$ cat config.mk
export PLATFORM = sky130hd
export DESIGN_NAME = ac_level_vlc_encoder
export DESIGN_NICKNAME = d
export VERILOG_FILES = /design/src/rtl/enc_vlc_pkg.sv /design/src/rtl/ac_level_codeword.sv /design/src/rtl/ac_level_vlc_encoder.sv
export SDC_FILE = /design/constraint.sdc
export NUM_CORES = 1
export LEC_CHECK = 0
export ABC_CLOCK_PERIOD_IN_PS = 7350
export CAP_MARGIN = 20
export CORE_MARGIN = 2
export CORE_UTILIZATION = 35
export DETAILED_ROUTE_END_ITERATION = 7
export GPL_ROUTABILITY_DRIVEN = 0
export MAX_ROUTING_LAYER = met4
export PLACE_DENSITY_LB_ADDON = 0.3
export RECOVER_POWER = 25
export SLEW_MARGIN = 5
export SYNTH_ARGS = -nofsm -noshare
export SYNTH_HDL_FRONTEND = slang
export SYNTH_SLANG_ARGS = --single-unit
$ cat constraint.sdc
create_clock -name clk -period 7.35 [get_ports clk]
set_input_delay 1.1025 -clock clk [delete_from_list [all_inputs] [get_ports clk]]
set_output_delay 1.1025 -clock clk [all_outputs]
set_load 0.03 [all_outputs]
$ cat src/rtl/enc_vlc_pkg.sv
// Shared codebook table and sign-bit polarity for the AC level VLC encoder.
package enc_vlc_pkg;

   typedef struct packed {
      logic [1:0] lim;   // Rice/escape limit L
      logic [1:0] k;     // Exp-Golomb order of the escape suffix
   } codebook_t;

   localparam logic SIGN_NEG = 1'b1;

   // cls is prev saturated to 8, so every prev >= 8 lands in the last class.
   function automatic codebook_t codebook_lookup(input logic [3:0] cls);
      codebook_t cb;
      if (cls == 4'd0)      cb = '{lim: 2'd3, k: 2'd2};
      else if (cls == 4'd1) cb = '{lim: 2'd2, k: 2'd1};
      else if (cls == 4'd2) cb = '{lim: 2'd3, k: 2'd1};
      else if (cls == 4'd3) cb = '{lim: 2'd0, k: 2'd0};
      else if (cls < 4'd8)  cb = '{lim: 2'd0, k: 2'd1};
      else                  cb = '{lim: 2'd0, k: 2'd2};
      return cb;
   endfunction

endpackage

$ cat src/rtl/ac_level_codeword.sv
// Codeword builder: (val, L, k, sign) -> right-justified code, length, overflow flag.
module ac_level_codeword
   import enc_vlc_pkg::*;
#(
   parameter int COEFF_W = 20,
   parameter int CODE_W  = 32,
   parameter int LEN_W   = $clog2(CODE_W + 1)
) (
   input  logic [COEFF_W-2:0] val,
   input  codebook_t          cb,
   input  logic               sign,
   output logic [CODE_W-1:0]  code,
   output logic [LEN_W-1:0]   len,
   output logic               err
);
   localparam int VW = COEFF_W - 1;
   localparam int MW = COEFF_W + 1;
   localparam int TW = 8;

   logic          rice;
   logic [MW-1:0] m;
   logic [TW-1:0] b;
   logic [TW-1:0] tot;
   logic [MW:0]   cw;

   // Leading zeros carry no value, so the code is just {1, sign} or {m, sign}.
   always_comb begin
      rice = val < VW'(cb.lim);
      m    = MW'(val) - MW'(cb.lim) + (MW'(1) << cb.k);
      b    = '0;
      for (int i = 0; i < MW; i++) begin
         if (m[i]) b = TW'(i);
      end
      if (rice) begin
         tot = TW'(val) + TW'(2);
         cw  = (MW + 1)'({1'b1, sign});
      end else begin
         tot = TW'(cb.lim) + (b << 1) - TW'(cb.k) + TW'(2);
         cw  = {m, sign};
      end
      err  = tot > TW'(CODE_W);
      code = err ? '0 : CODE_W'(cw);
      len  = err ? '0 : LEN_W'(tot);
   end

endmodule

$ cat src/rtl/ac_level_vlc_encoder.sv
// Two-stage AC level VLC encoder (S1: val/codebook, S2: codeword register).
// Optional AC_LEVEL_BITCOUNT_EN adds the per-block bit counter blk_bits.
module ac_level_vlc_encoder
   import enc_vlc_pkg::*;
#(
   parameter int COEFF_W = 20,
   parameter int CODE_W  = 32,
   parameter int LEN_W   = $clog2(CODE_W + 1)
) (
   input  logic                      clk,
   input  logic                      reset,
   input  logic                      in_valid,
   output logic                      in_ready,
   input  logic signed [COEFF_W-1:0] in_coeff,
   input  logic                      in_sob,
   output logic                      out_valid,
   input  logic                      out_ready,
   output logic [CODE_W-1:0]         out_code,
   output logic [LEN_W-1:0]          out_len,
   output logic                      out_err
`ifdef AC_LEVEL_BITCOUNT_EN
   ,
   output logic [23:0]               blk_bits
`endif
);
   localparam int VW = COEFF_W - 1;

   logic [VW-1:0]      prev_reg;
   logic               s1_full_reg;
   logic [VW-1:0]      s1_val_reg;
   logic               s1_sign_reg;
   codebook_t          s1_cb_reg;
   logic               s2_full_reg;
   logic [CODE_W-1:0]  out_code_reg;
   logic [LEN_W-1:0]   out_len_reg;
   logic               out_err_reg;

   logic [COEFF_W-1:0] coeff_u;
   logic [COEFF_W-1:0] mag;
   logic [VW-1:0]      in_val;
   logic               in_neg;
   logic [VW-1:0]      prev_eff;
   logic [3:0]         cls;
   logic               s2_can;
   logic               accept;
   logic               load_s1;
   logic [CODE_W-1:0]  cw_code;
   logic [LEN_W-1:0]   cw_len;
   logic               cw_err;

   // The most-negative input wraps to 2^(COEFF_W-1), so val = mag-1 still fits VW bits.
   always_comb begin
      coeff_u  = in_coeff;
      in_neg   = in_coeff[COEFF_W-1];
      mag      = in_neg ? (~coeff_u + COEFF_W'(1)) : coeff_u;
      in_val   = VW'(mag - COEFF_W'(1));
      prev_eff = in_sob ? VW'(1) : prev_reg;
      cls      = (prev_eff >= VW'(8)) ? 4'd8 : prev_eff[3:0];
   end

   assign s2_can    = !s2_full_reg || out_ready;
   assign in_ready  = !reset && (!s1_full_reg || s2_can);
   assign accept    = in_valid && in_ready;
   assign load_s1   = accept && (in_coeff != '0);

   always_ff @(posedge clk) begin
      if (reset) begin
         prev_reg     <= VW'(1);
         s1_full_reg  <= 1'b0;
         s1_val_reg   <= '0;
         s1_sign_reg  <= 1'b0;
         s1_cb_reg    <= '0;
         s2_full_reg  <= 1'b0;
         out_code_reg <= '0;
         out_len_reg  <= '0;
         out_err_reg  <= 1'b0;
      end else begin
         if (load_s1)
            prev_reg <= in_val;
         else if (accept && in_sob)
            prev_reg <= VW'(1);

         if (load_s1) begin
            s1_full_reg <= 1'b1;
            s1_val_reg  <= in_val;
            s1_sign_reg <= in_neg ? SIGN_NEG : ~SIGN_NEG;
            s1_cb_reg   <= codebook_lookup(cls);
         end else if (s2_can) begin
            s1_full_reg <= 1'b0;
         end

         if (s1_full_reg && s2_can) begin
            s2_full_reg  <= 1'b1;
            out_code_reg <= cw_code;
            out_len_reg  <= cw_len;
            out_err_reg  <= cw_err;
         end else if (out_ready) begin
            s2_full_reg <= 1'b0;
         end
      end
   end

   ac_level_codeword #(
      .COEFF_W (COEFF_W),
      .CODE_W  (CODE_W),
      .LEN_W   (LEN_W)
   ) u_codeword (
      .val  (s1_val_reg),
      .cb   (s1_cb_reg),
      .sign (s1_sign_reg),
      .code (cw_code),
      .len  (cw_len),
      .err  (cw_err)
   );

   assign out_valid = s2_full_reg;
   assign out_code  = out_code_reg;
   assign out_len   = out_len_reg;
   assign out_err   = out_err_reg;

`ifdef AC_LEVEL_BITCOUNT_EN
   logic        s1_sob_reg;
   logic        s2_sob_reg;
   logic [23:0] blk_bits_reg;
   logic [24:0] blk_sum;

   assign blk_sum = {1'b0, blk_bits_reg} + 25'(out_len_reg);

   always_ff @(posedge clk) begin
      if (reset) begin
         s1_sob_reg   <= 1'b0;
         s2_sob_reg   <= 1'b0;
         blk_bits_reg <= '0;
      end else begin
         if (load_s1)
            s1_sob_reg <= in_sob;
         if (s1_full_reg && s2_can)
            s2_sob_reg <= s1_sob_reg;
         if (s2_full_reg && out_ready) begin
            if (s2_sob_reg)
               blk_bits_reg <= 24'(out_len_reg);
            else if (blk_sum[24])
               blk_bits_reg <= '1;
            else
               blk_bits_reg <= blk_sum[23:0];
         end
      end
   end

   assign blk_bits = blk_bits_reg;
`endif

endmodule

==> key figures <==
Floorplanning
  – Die height: 130 um
  – Rows: 46
  – # IOs: 66
  – Total core area: 0.0157 mm2
  – Die ar.: 0.0169 mm2
  – Initial Util: 35.3%
  – Die Wd: 130 um

Routing
  – Via Count: 5038
  – Routed length on met1: 6530 um
  – DRT Pass-1 Iters: 5
  – Vias/cell: 5.22
  – Post-Route WL: 13200 um
  – DR top layer: met4
  – Average wire per standard cell: 13.6 um
  – Routed wl met3: 507 um
  – Drt drc: 0
  – Initial DRC Count: 245
  – Met2 routed WL: 5960 um
  – Number of routed nets with antenna violations: 0

Clock tree
  – CTS H-tree depth: 3
  – CTS clk-pin slew, worst paths: 50 ps
  – CTS tree: yes
  – Skew-Pair Late Insertion Delay: 340 ps
  – Setup bufs post-CTS: 0
  – CTS-repair resized insts: 0
  – Root Buffer: clkbuf_16
  – CTS Hold Bufs: 0
  – Sink Count: 74
  – CTS Buf Count: 9
  – Max Root-Sink Buffers: 2

Synthesis
  – Mapped Cells: 718
  – EDFF count, synth: 0
  – Share of flip-flops with an asynchronous set or reset: 0%
  – Avg Synthesized Cell Area: 7.73 um2
  – Primary FF master, synth: dfxtp_1
  – Yosys top cell area share: 26.7%
  – Post-synthesis sequential area ratio: 26.7%
  – Yosys reg bits: 74
  – Synth area leaders: dfxtp_1 27%, nand2_1 6.4%, a21oi_1 5.9%
  – Mapped Area: 0.00555 mm2
  – Area leader, netlist: dfxtp_1
  – Yosys cell types: 80
  – Yosys Warn Count: 0

Setup path
  – WS Path Type: reg -> reg
  – Worst EP required: 7630 ps
  – Element type at the critical path end: register
  – Critical-path top delay cell: fa_1
  – CP max stage delay: 510 ps
  – CP delay by family, top: simple AND/OR/NAND/NOR gates
  – Worst reg-to-reg path cell count: 28
  – Data arrival, critical path: 6970 ps
  – Startpoint Class: register
  – Most frequent CP cell: ha_1
  – WP buf/inv: 3
  – Worst path depth: 28
  – Maximum fanout along the worst path: 20

Place
  – Cells after DPL: 952
  – # port buffers: 55
  – Dpl hpwl: 10100 um

GRT
  – Pin count of the biggest net entering global routing: 50
  – Congestion Overflow GR: 0
  – Number of global-route vias before repair: 4395
  – Antenna violations before repair: 0
  – First-pass GRT wire length: 21800 um
  – GRT Total Usage: 16.4%

Timing
  – Layout Skew: 7.43 ps
  – Fin. Hold Viols: 0
  – Max-slew violations: 50
  – RSZ-0062 raised after global routing: no
  – Setup TNS: 0 ps
  – Tmin final: 6690 ps
  – Tcrit/Tclk final: 91.1%
  – Slew margin rel.: -41.8%
  – Achievable Freq: 0.149 GHz
  – Worst slew pin tran: 2130 ps
  – Final setup fails: 0

Final layout
  – Max reg flops: 22
  – Most frequent cells in the layout: 95 x nand2_1, 74 x dfxtp_1, 66 x a21oi_1
  – Diode count: 0
  – # fillers: 1627
  – Multi-input logic area: 0.00376 mm2
  – Area growth syn-to-layout: 17.3%
  – Final Instance Count excl. Fillers: 966
  – Commonest non-fill, non-tap cell in the layout: nand2_1
  – Nets: 794
  – FF/Latch Area: 0.00148 mm2
  – Share of cells above drive strength 1: 6.80%

Power and ir drop
  – Worst VDD drop: 0.000142 V
  – P per Cell Area: 243 mW/mm2
  – Leakage power: 2.56 nW

Min path
  – Hold depth: 2
  – Hold WC Path Type: reg -> reg

Outcome
  – Status: finished with violations
  – Failing checks: capacitance limit, slew limit

Flow run
  – Max-cap viol count: 1
[cell families after synthesis]
kind of cell / count (synthesis) / synth area share [%]
muxes: 6 / 1.10
AOI/OAI and AO/OA: 191 / 24.1
xor gates and xnor gates: 57 / 8.99
adders and majority gates: 22 / 5.36
buffers and inverters: 78 / 6.49
and+or+nand+nor: 289 / 27.2
other: 1 / 0.0675
DFF: 74 / 26.7
[where the power goes]
part	internal, mW	switching (mW)
Sequential	0.424	0.0240
Combinational	0.257	0.415
Clock	0.293	0.167
[stage by stage]
step                      hold slack (ps)  utilization [%]  total power [mW]  area [um2]  setup WS (ps)
after floorplan                       432                -              1.00        5590           1470
after global placement                443             39.5              1.13        6210            900
after detailed placement              449             39.5              1.13        6210            715
after CTS                             457             41.5              1.59        6520            673
after global routing                  471             41.5              1.68        6510            107
final                                 454             41.5              1.58        6510            656
[Yosys cell counts (all sizes together) (8+ instances only)]
cell type,n
a21oi,67
nor2,53
nand3,18
o21ai,30
buf,19
o311a,8
a31oi,9
or2,9
nand2b,8
or3,12
inv,23
nor3,25
xnor2,27
a21o,10
dfxtp,74
xor2,30
o31ai,10
nor2b,8
and3,10
clkbuf,34
nor4,15
a32o,20
nand2,95
and2,11
ha,19
[area by class of cell]
cell class | instances | area share, %
Tap cell | 216 | 4.15
Clock buffer | 9 | 3.46
Clock inverter | 5 | 1.25
Inverter | 25 | 1.44
Multi-Input combinational cell | 575 | 57.8
Timing Repair Buffer | 62 | 9.20
Sequential cell | 74 | 22.7
[layer usage]
metal | global-route usage [%] | vias to the layer above
li1 | - | 2633
met1 | 22.4 | 2310
met2 | 25.3 | 84
met3 | 2.79 | 11
met4 | 3.98 | 0
met5 | - | -
[path summary, 6_finish.rpt]
check,startpoint,end,slack (ps)
hold / removal,prev_reg[10],prev_reg[10],450
setup / recovery,s1_val_reg[0],out_code[3],660
hold reg to reg,prev_reg[10],prev_reg[10],450
setup reg to reg,s1_val_reg[0],out_code[3],660
[worst register-to-register path, delay by kind of cell (launching register included)]
kind,cells,cell delay (ps)
buf+inv,3,450
compound gates,6,1520
simple gates,12,2320
fa+ha+maj,4,1350
xor+xnor,3,680
flops,1,320
(Power assumes the default switching activity.)
